===== src/rtl/instr_mem_loader_if.sv =====
// Bus bundle for instr_mem_loader: burst-load control, load-beat stream and fetch port.
// Load beats: a word transfers on a rising edge where ld_valid and ld_ready are both high.
interface instr_mem_loader_if #(
  parameter int ADDR_W = 8,
  parameter int DATA_W = 15
);
  logic              load_start;
  logic [ADDR_W-1:0] load_base;
  logic [ADDR_W:0]   load_len;
  logic              ld_valid;
  logic [DATA_W-1:0] ld_data;
  logic              ld_ready;
  logic              load_done;
  logic              busy;
  logic              fetch_req;
  logic [ADDR_W-1:0] fetch_addr;
  logic              fetch_valid;
  logic [DATA_W-1:0] fetch_data;
  logic              fetch_err;

  modport master (
    output load_start, load_base, load_len, ld_valid, ld_data, fetch_req, fetch_addr,
    input  ld_ready, load_done, busy, fetch_valid, fetch_data, fetch_err
  );

  modport slave (
    input  load_start, load_base, load_len, ld_valid, ld_data, fetch_req, fetch_addr,
    output ld_ready, load_done, busy, fetch_valid, fetch_data, fetch_err
  );
endinterface


===== src/rtl/instr_mem_loader.sv =====
// Instruction memory with a burst loader (write side) and a registered fetch port (read side).
// Fetches are only served in IDLE; during a load they are rejected with a one-cycle fetch_err.
module instr_mem_loader #(
  parameter int ADDR_W = 8,
  parameter int DATA_W = 15
) (
  input  logic                 clk,
  input  logic                 rst,
  instr_mem_loader_if.slave    bus,
  output logic                 state_dbg
);

  localparam int DEPTH = 1 << ADDR_W;

  typedef enum logic [0:0] {
    S_IDLE = 1'b0,
    S_LOAD = 1'b1
  } state_t;

  state_t              state_q, state_d;
  logic [ADDR_W-1:0]   wr_ptr_q, wr_ptr_d;
  logic [ADDR_W:0]     remaining_q, remaining_d;
  logic                load_done_q, load_done_d;
  logic                beat;
  logic                mem_we;
  logic                fetch_ok;
  logic                fetch_rej;
  logic                fetch_valid_q;
  logic                fetch_err_q;
  logic [DATA_W-1:0]   fetch_data_q;
  logic [DATA_W-1:0]   mem [DEPTH];

  assign beat      = (state_q == S_LOAD) && bus.ld_valid;
  assign fetch_ok  = bus.fetch_req && (state_q == S_IDLE);
  assign fetch_rej = bus.fetch_req && (state_q == S_LOAD);

  always_comb begin
    state_d     = state_q;
    wr_ptr_d    = wr_ptr_q;
    remaining_d = remaining_q;
    load_done_d = 1'b0;
    mem_we      = 1'b0;
    case (state_q)
      S_IDLE: begin
        if (bus.load_start) begin
          // A zero-length request completes immediately without entering LOAD.
          if (bus.load_len != '0) begin
            state_d     = S_LOAD;
            wr_ptr_d    = bus.load_base;
            remaining_d = bus.load_len;
          end else begin
            load_done_d = 1'b1;
          end
        end
      end
      S_LOAD: begin
        if (beat) begin
          mem_we      = 1'b1;
          wr_ptr_d    = wr_ptr_q + ADDR_W'(1);
          remaining_d = remaining_q - (ADDR_W+1)'(1);
          if (remaining_q == (ADDR_W+1)'(1)) begin
            state_d     = S_IDLE;
            load_done_d = 1'b1;
          end
        end
      end
      default: state_d = S_IDLE;
    endcase
  end

  always_ff @(posedge clk) begin
    if (rst) begin
      state_q     <= S_IDLE;
      wr_ptr_q    <= '0;
      remaining_q <= '0;
      load_done_q <= 1'b0;
    end else begin
      state_q     <= state_d;
      wr_ptr_q    <= wr_ptr_d;
      remaining_q <= remaining_d;
      load_done_q <= load_done_d;
    end
  end

  // Storage is deliberately left out of reset so an aborted load keeps earlier contents.
  always_ff @(posedge clk) begin
    if (!rst && mem_we) begin
      mem[wr_ptr_q] <= bus.ld_data;
    end
  end

  always_ff @(posedge clk) begin
    if (rst) begin
      fetch_valid_q <= 1'b0;
      fetch_err_q   <= 1'b0;
      fetch_data_q  <= '0;
    end else begin
      fetch_valid_q <= fetch_ok;
      fetch_err_q   <= fetch_rej;
      if (fetch_ok) begin
        fetch_data_q <= mem[bus.fetch_addr];
      end
    end
  end

  assign bus.ld_ready    = (state_q == S_LOAD);
  assign bus.busy        = (state_q == S_LOAD);
  assign bus.load_done   = load_done_q;
  assign bus.fetch_valid = fetch_valid_q;
  assign bus.fetch_err   = fetch_err_q;
  assign bus.fetch_data  = fetch_data_q;
  assign state_dbg       = state_q;

  a_fetch_excl: assert property (@(posedge clk) disable iff (rst)
    !(fetch_valid_q && fetch_err_q));
  a_load_nonzero: assert property (@(posedge clk) disable iff (rst)
    (state_q == S_LOAD) |-> (remaining_q != '0));

endmodule

===== src/flat_wrapper.sv =====
// flat-port wrapper written by rule: the top's interface ports become plain ports
module instr_mem_loader_flat 
#(
  parameter int ADDR_W = 8,
  parameter int DATA_W = 15
)
  (clk, rst, state_dbg, bus_load_start, bus_load_base, bus_load_len, bus_ld_valid, bus_ld_data, bus_fetch_req, bus_fetch_addr, bus_ld_ready, bus_load_done, bus_busy, bus_fetch_valid, bus_fetch_data, bus_fetch_err);
  instr_mem_loader_if #(.ADDR_W(ADDR_W), .DATA_W(DATA_W)) bus_i ();
  input  logic clk;
  input  logic rst;
  output logic state_dbg;
  input wire logic [$bits(bus_i.load_start)-1:0] bus_load_start;
  input wire logic [$bits(bus_i.load_base)-1:0] bus_load_base;
  input wire logic [$bits(bus_i.load_len)-1:0] bus_load_len;
  input wire logic [$bits(bus_i.ld_valid)-1:0] bus_ld_valid;
  input wire logic [$bits(bus_i.ld_data)-1:0] bus_ld_data;
  input wire logic [$bits(bus_i.fetch_req)-1:0] bus_fetch_req;
  input wire logic [$bits(bus_i.fetch_addr)-1:0] bus_fetch_addr;
  output wire logic [$bits(bus_i.ld_ready)-1:0] bus_ld_ready;
  output wire logic [$bits(bus_i.load_done)-1:0] bus_load_done;
  output wire logic [$bits(bus_i.busy)-1:0] bus_busy;
  output wire logic [$bits(bus_i.fetch_valid)-1:0] bus_fetch_valid;
  output wire logic [$bits(bus_i.fetch_data)-1:0] bus_fetch_data;
  output wire logic [$bits(bus_i.fetch_err)-1:0] bus_fetch_err;
  assign bus_i.load_start = bus_load_start;
  assign bus_i.load_base = bus_load_base;
  assign bus_i.load_len = bus_load_len;
  assign bus_i.ld_valid = bus_ld_valid;
  assign bus_i.ld_data = bus_ld_data;
  assign bus_i.fetch_req = bus_fetch_req;
  assign bus_i.fetch_addr = bus_fetch_addr;
  assign bus_ld_ready = bus_i.ld_ready;
  assign bus_load_done = bus_i.load_done;
  assign bus_busy = bus_i.busy;
  assign bus_fetch_valid = bus_i.fetch_valid;
  assign bus_fetch_data = bus_i.fetch_data;
  assign bus_fetch_err = bus_i.fetch_err;
  instr_mem_loader #(.ADDR_W(ADDR_W), .DATA_W(DATA_W)) u_core (.clk(clk), .rst(rst), .bus(bus_i), .state_dbg(state_dbg));
endmodule

===== config.mk =====
export PLATFORM = sky130hd
export DESIGN_NAME = instr_mem_loader_flat
export DESIGN_NICKNAME = d
export VERILOG_FILES = /design/src/rtl/instr_mem_loader_if.sv /design/src/rtl/instr_mem_loader.sv /design/src/flat_wrapper.sv
export SDC_FILE = /design/constraint.sdc
export NUM_CORES = 2
export LEC_CHECK = 0
export CAP_MARGIN = 10
export CORE_MARGIN = 3
export CORE_UTILIZATION = 45
export CTS_CLUSTER_SIZE = 16
export DETAILED_ROUTE_END_ITERATION = 12
export PLACE_DENSITY = 0.72
export SKIP_LAST_GASP = 1
export SLEW_MARGIN = 20
export SYNTH_ARGS = -nofsm -noshare
export SYNTH_HDL_FRONTEND = slang
export SYNTH_SLANG_ARGS = --single-unit

===== constraint.sdc =====
create_clock -name clk -period 3.8 [get_ports clk]
set_clock_uncertainty 0.15 [all_clocks]
set_input_delay 0.76 -clock clk [delete_from_list [all_inputs] [get_ports clk]]
set_output_delay 0.76 -clock clk [all_outputs]
set_load 0.05 [all_outputs]

# Word level (Yosys, flattened, before mapping)
# Memory sizes are Yosys's and may differ from the RTL's. A register that Yosys moved wholly into a read port is not among the register bits.
# Index checks and enable logic that the tools add are counted.
# W data, S select, Z words.
# totals
mem_count	1
ram_bits	3840
input_bits	45
register_bits	21
# mem_list
name	words	word_bits	rd	rd_ports_with_merged_regs	write_ports	line	rtl
u_core.mem	256	15	1	1	1	instr_mem_loader.sv:31	logic [DATA_W-1:0] mem [DEPTH];
# classes
n_eq_ne	4
muxes	22
reduce_logical	7
bitwise_logic	1
add_sub_neg	2
# ops
operator	n
$mux W9	3
$mux W8	3
$pmux W9 S2	1
$pmux W8 S2	1
$mux W1	12
$eq A9 B1 Y1 const B	1
$reduce_bool A9 Y1	1
$sub A9 B1 Y9 const B	1
$add A8 B1 Y8 const B	1
$ne A2 B2 Y1 const B	3
$logic_and A1 B1 Y1	4
$pmux W1 S2	2
$reduce_and A3 Y1	1
$logic_not A1 Y1	1
$not A1 Y1	1

# Depth between registers and ports, before layout
# depth
ltp_word	6
ltp_mapped	14
depth_no_buf	7

# Worst setup path before layout
# OpenSTA, ideal clock, no wires.
# synth_path
path_kind	register -> register
start	reg u_core.state_q, in the netlist u_core.bus.busy
end	mem u_core.mem[235][0] (enable)
period_less_slack_ps	3166
t_arrival_ps	2629
path_slack_ps	634
setup_ps	386
path_stages_with_launch	7
path_cell_list	dfxtp_1 nand2_1 nor2_1 clkbuf_1 nand3_1 clkbuf_1 nor2_1
# synth_between
elab_chain_len	6
# synth_rtl
element	line	rtl
start: declaration	instr_mem_loader.sv:20	state_t state_q, state_d;
start signal: assignment	instr_mem_loader.sv:78	state_q <= state_d;
$logic_and A1 B1 Y1	instr_mem_loader.sv:33	assign beat = (state_q == S_LOAD) && bus.ld_valid;
$mux W1	instr_mem_loader.sv:57	if (beat) begin
$mux W1 *	instr_mem_loader.sv:43	case (state_q)
$logic_and A1 B1 Y1 *	instr_mem_loader.sv:87	if (!rst && mem_we) begin
$mux W1 *	instr_mem_loader.sv:87	
$mux W1 (implied by the code) *	instr_mem_loader.sv:88	mem[wr_ptr_q] <= bus.ld_data;
end: declaration	instr_mem_loader.sv:31	
# Every way passes the cells marked *; elsewhere a longest branch is shown, timed or not.

# Final worst setup path
# layout_path
start	reg u_core.fetch_data_q[13], in the netlist u_core.bus.fetch_data[13], read port of u_core.mem
end	out bus_fetch_data[13]
# layout_rtl
element	line	rtl
start: declaration	instr_mem_loader.sv:30	logic [DATA_W-1:0] fetch_data_q;
end: declaration	flat_wrapper.sv:23	output wire logic [$bits(bus_i.fetch_data)-1:0] bus_fetch_data;
# No word-level cell between the ends.

==> impl_metrics.toml <==
[cts]
cts_sinks = 3876
clock_latency_ns = 0.90
clockBufferDepth = 4
hold_buffers = 0
htreeDepth = 5
tritoncts = "yes"
post_cts_resized = 0
numCtsBuffers = 381
root_buffer = "clkbuf_16"
clkTransAtPathRegs_ns = 0.06
postCtsSetupRepairBufs = 0

[logic_synthesis]
synth.most_common_cell = "edfxtp_1"
ys_warn_count = 0
ys_seq_area_share_pct = 77.1
syn-cell-area_um2 = 150000
yosys-top-cells-count = "edfxtp_1 (3840), mux4_2 (687), mux2i_1 (462)"
ys_ff_latch = 3876
synthTopCellsByArea = "edfxtp_1 (77%), mux4_2 (10%), mux2i_1 (3.1%), mux4_1 (1.9%), nor2_1 (0.83%)"
synth_top_cell_area_share_pct = 76.6
syn_nets = 7100
ys.flop_type = "edfxtp_1"
synthArstFlopShare_pct = 0
syn_inst = 7049
synth.avg_cell_area_um2 = 21.3
synth_largest_area_cell = "edfxtp_1"
synth-edff-count = 3840
yosysUniqueCellTypes = 70

[place]
dp_hpwl_um = 254000
gp_congestion = 0.978
port_buffers = 65
dp_slack_ns = -0.458
place_area_um2 = 163000

[job]
maxCapViolations = 0

[layout]
layout-area-overhead-vs-synth_pct = 16.3
nets = 8111
final_layout_size_suffix_gt1_share_pct = 27.2
fin_util_pct = 52.8
final_area_um2 = 175000

[timing]
grt_setup_unrepaired = "false"
period_minus_slack_ns = 3.49
report.final.slew_viol_count = 0
max_freq_mhz = 286
finalSetupViolations = 0
tightest_slew_ns = 1.26
final.setup.worst_slack_ns = 0.306
timing.final.crit_share_pct = 91.9
finalHoldViolations = 0
max_slew_margin_pct = 15.3

[grt]
gr-total-overflow = 0
grt_usage_pct = 23.3
grt_pass1_wl_um = 575000
grt_max_degree = 121
grt_pass1_vias = 78100
antenna_found_initial = 21

[detailed_routing]
wl_met3_um = 45300
wl_per_cell_um = 31.7
antenna_left = 0
drt-initial-drc-count = 11700
met2_length_um = 188000
drt-total-wl_um = 403000
drtPass1Iterations = 9
highest_layer = "met5"
num_vias = 79100
met1_length_um = 148000
vias_per_cell = 6.21
route.detailed.drc = 0

[die]
initial_utilization_pct = 45.4
die-width_um = 584
rows = 211
dieArea_um2 = 341000
core_area_um2 = 332000
ios = 66
fp.dieH_um = 584

[worst_setup_path]
slowest_stage = "clkdlybuf4s50_1"
cp_slowest_stage_delay_ns = 0.93
criticalPathCategory = "flip-flop to primary output"
cp_data_required_time_ns = 2.89
path_delay_family = "buffers and inverters"
cp_cell_sequence = "clkdlybuf4s50_1"
worstPathArrival_ns = 2.58
cp_max_fo = 2
start_kind = "flip-flop"
crit_path_end_kind = "primary output"
timing.critical_path.buf_inv = 1

[pwr]
p_leak_nw = 57.0
power.density_nw_per_um2 = 508
ir_drop_mv = 0.425

[outcome]
status = "completed"

[hold_path]
hp-class = "input pin to flip-flop"
==> power breakdown <==
part	internal [mW]	switching [mW]	total (mW)	leakage [nW]
Combinational	1.86	3.08	4.94	16.3
Sequential	47.0	0.0857	47.1	34.8
Clock	21.1	15.8	36.8	5.91
==> sequential cells by signal, summed over array words and instances (netlist names) <==
register and count:
u_core.bus.fetch_data 15, u_core.wr_ptr_q 8, u_core.bus.busy 1, u_core.bus.load_done 1, u_core.bus.fetch_err 1, u_core.mem 3840
u_core.bus.fetch_valid 1, u_core.remaining_q 9
==> cell families after synthesis <==
| logic type | count (synthesis) | share of synthesized area [%] |
|---|---|---|
| flip-flops | 3876 | 77.1 |
| buffers and inverters | 438 | 2.08 |
| multiplexers | 1262 | 15.3 |
| AO/OA/AOI/OAI | 692 | 3.21 |
| adder cells (fa/ha/maj) | 6 | 0.0499 |
| AND/OR/NAND/NOR | 775 | 2.24 |
==> per-stage QoR <==
stage / hold WS, ns / setup TNS [ns] / std cells / power [mW]
6_report: 0.0823 / 0 / 12700 / 88.9
5_1_grt: 0.0492 / 0 / 12700 / 91.0
4_1_cts: 0.0288 / 0 / 12700 / 89.2
3_5_place_dp: 0.316 / -3.46 / 12000 / 52.9
3_3_place_gp: 0.317 / -3.28 / 12000 / 52.8
2_1_floorplan: 0.316 / 0 / 7049 / 50.3
==> metal layers <==
metal  track usage, %  vias up
met5                0        -
met4             10.7        6
met3             5.28      943
met2             35.9     5252
met1             31.9    41200
li1                 -    31700
==> placed cells by master, fill, tap and decap left out, drive strengths merged, types with 12 or more instances in the layout <==
cell and n:
mux4 796, a22oi 89, nand2 213, mux2i 462, a32oi 13, nor2 334, nor3 53, a31oi 31
nand4 14, clkinv 163, a211oi 35, inv 19, o21ai 73, edfxtp 3840, bufinv 35, nor2b 14
buf 1010, clkbuf 464, o22ai 164, a2111oi 38, dfxtp 36, o211ai 12, clkdlybuf4s50 46, or3 13
clkinvlp 15, nand3 72, a22o 13, nor4 17, o221ai 89, a21oi 81
==> worst paths after layout <==
| path | from | cells past startpoint | end | slack, ns |
|---|---|---|---|---|
| min | bus_ld_data[3] | 1 | u_core.mem[224][3] | 0.08 |
| max | u_core.bus.fetch_data[13] | 1 | bus_fetch_data[13] | 0.31 |
| max reg2reg | u_core.mem[152][3] | 8 | u_core.bus.fetch_data[3] | 0.48 |
| min reg2reg | u_core.bus.fetch_data[9] | 1 | u_core.bus.fetch_data[9] | 0.33 |
==> area by class of cell <==
class                      instances  area [µm²]
multi-input combinational       2735       31400
inverter                           9        41.3
clock inverter                   223        2140
clock buffer                     463        9970
timing repair buffer            1057        9940
antenna                            7        17.5
fill                           24700      157000
tap                             4366        5460
sequential                      3876      116000
Note: power is estimated with default switching activity, not from simulation.
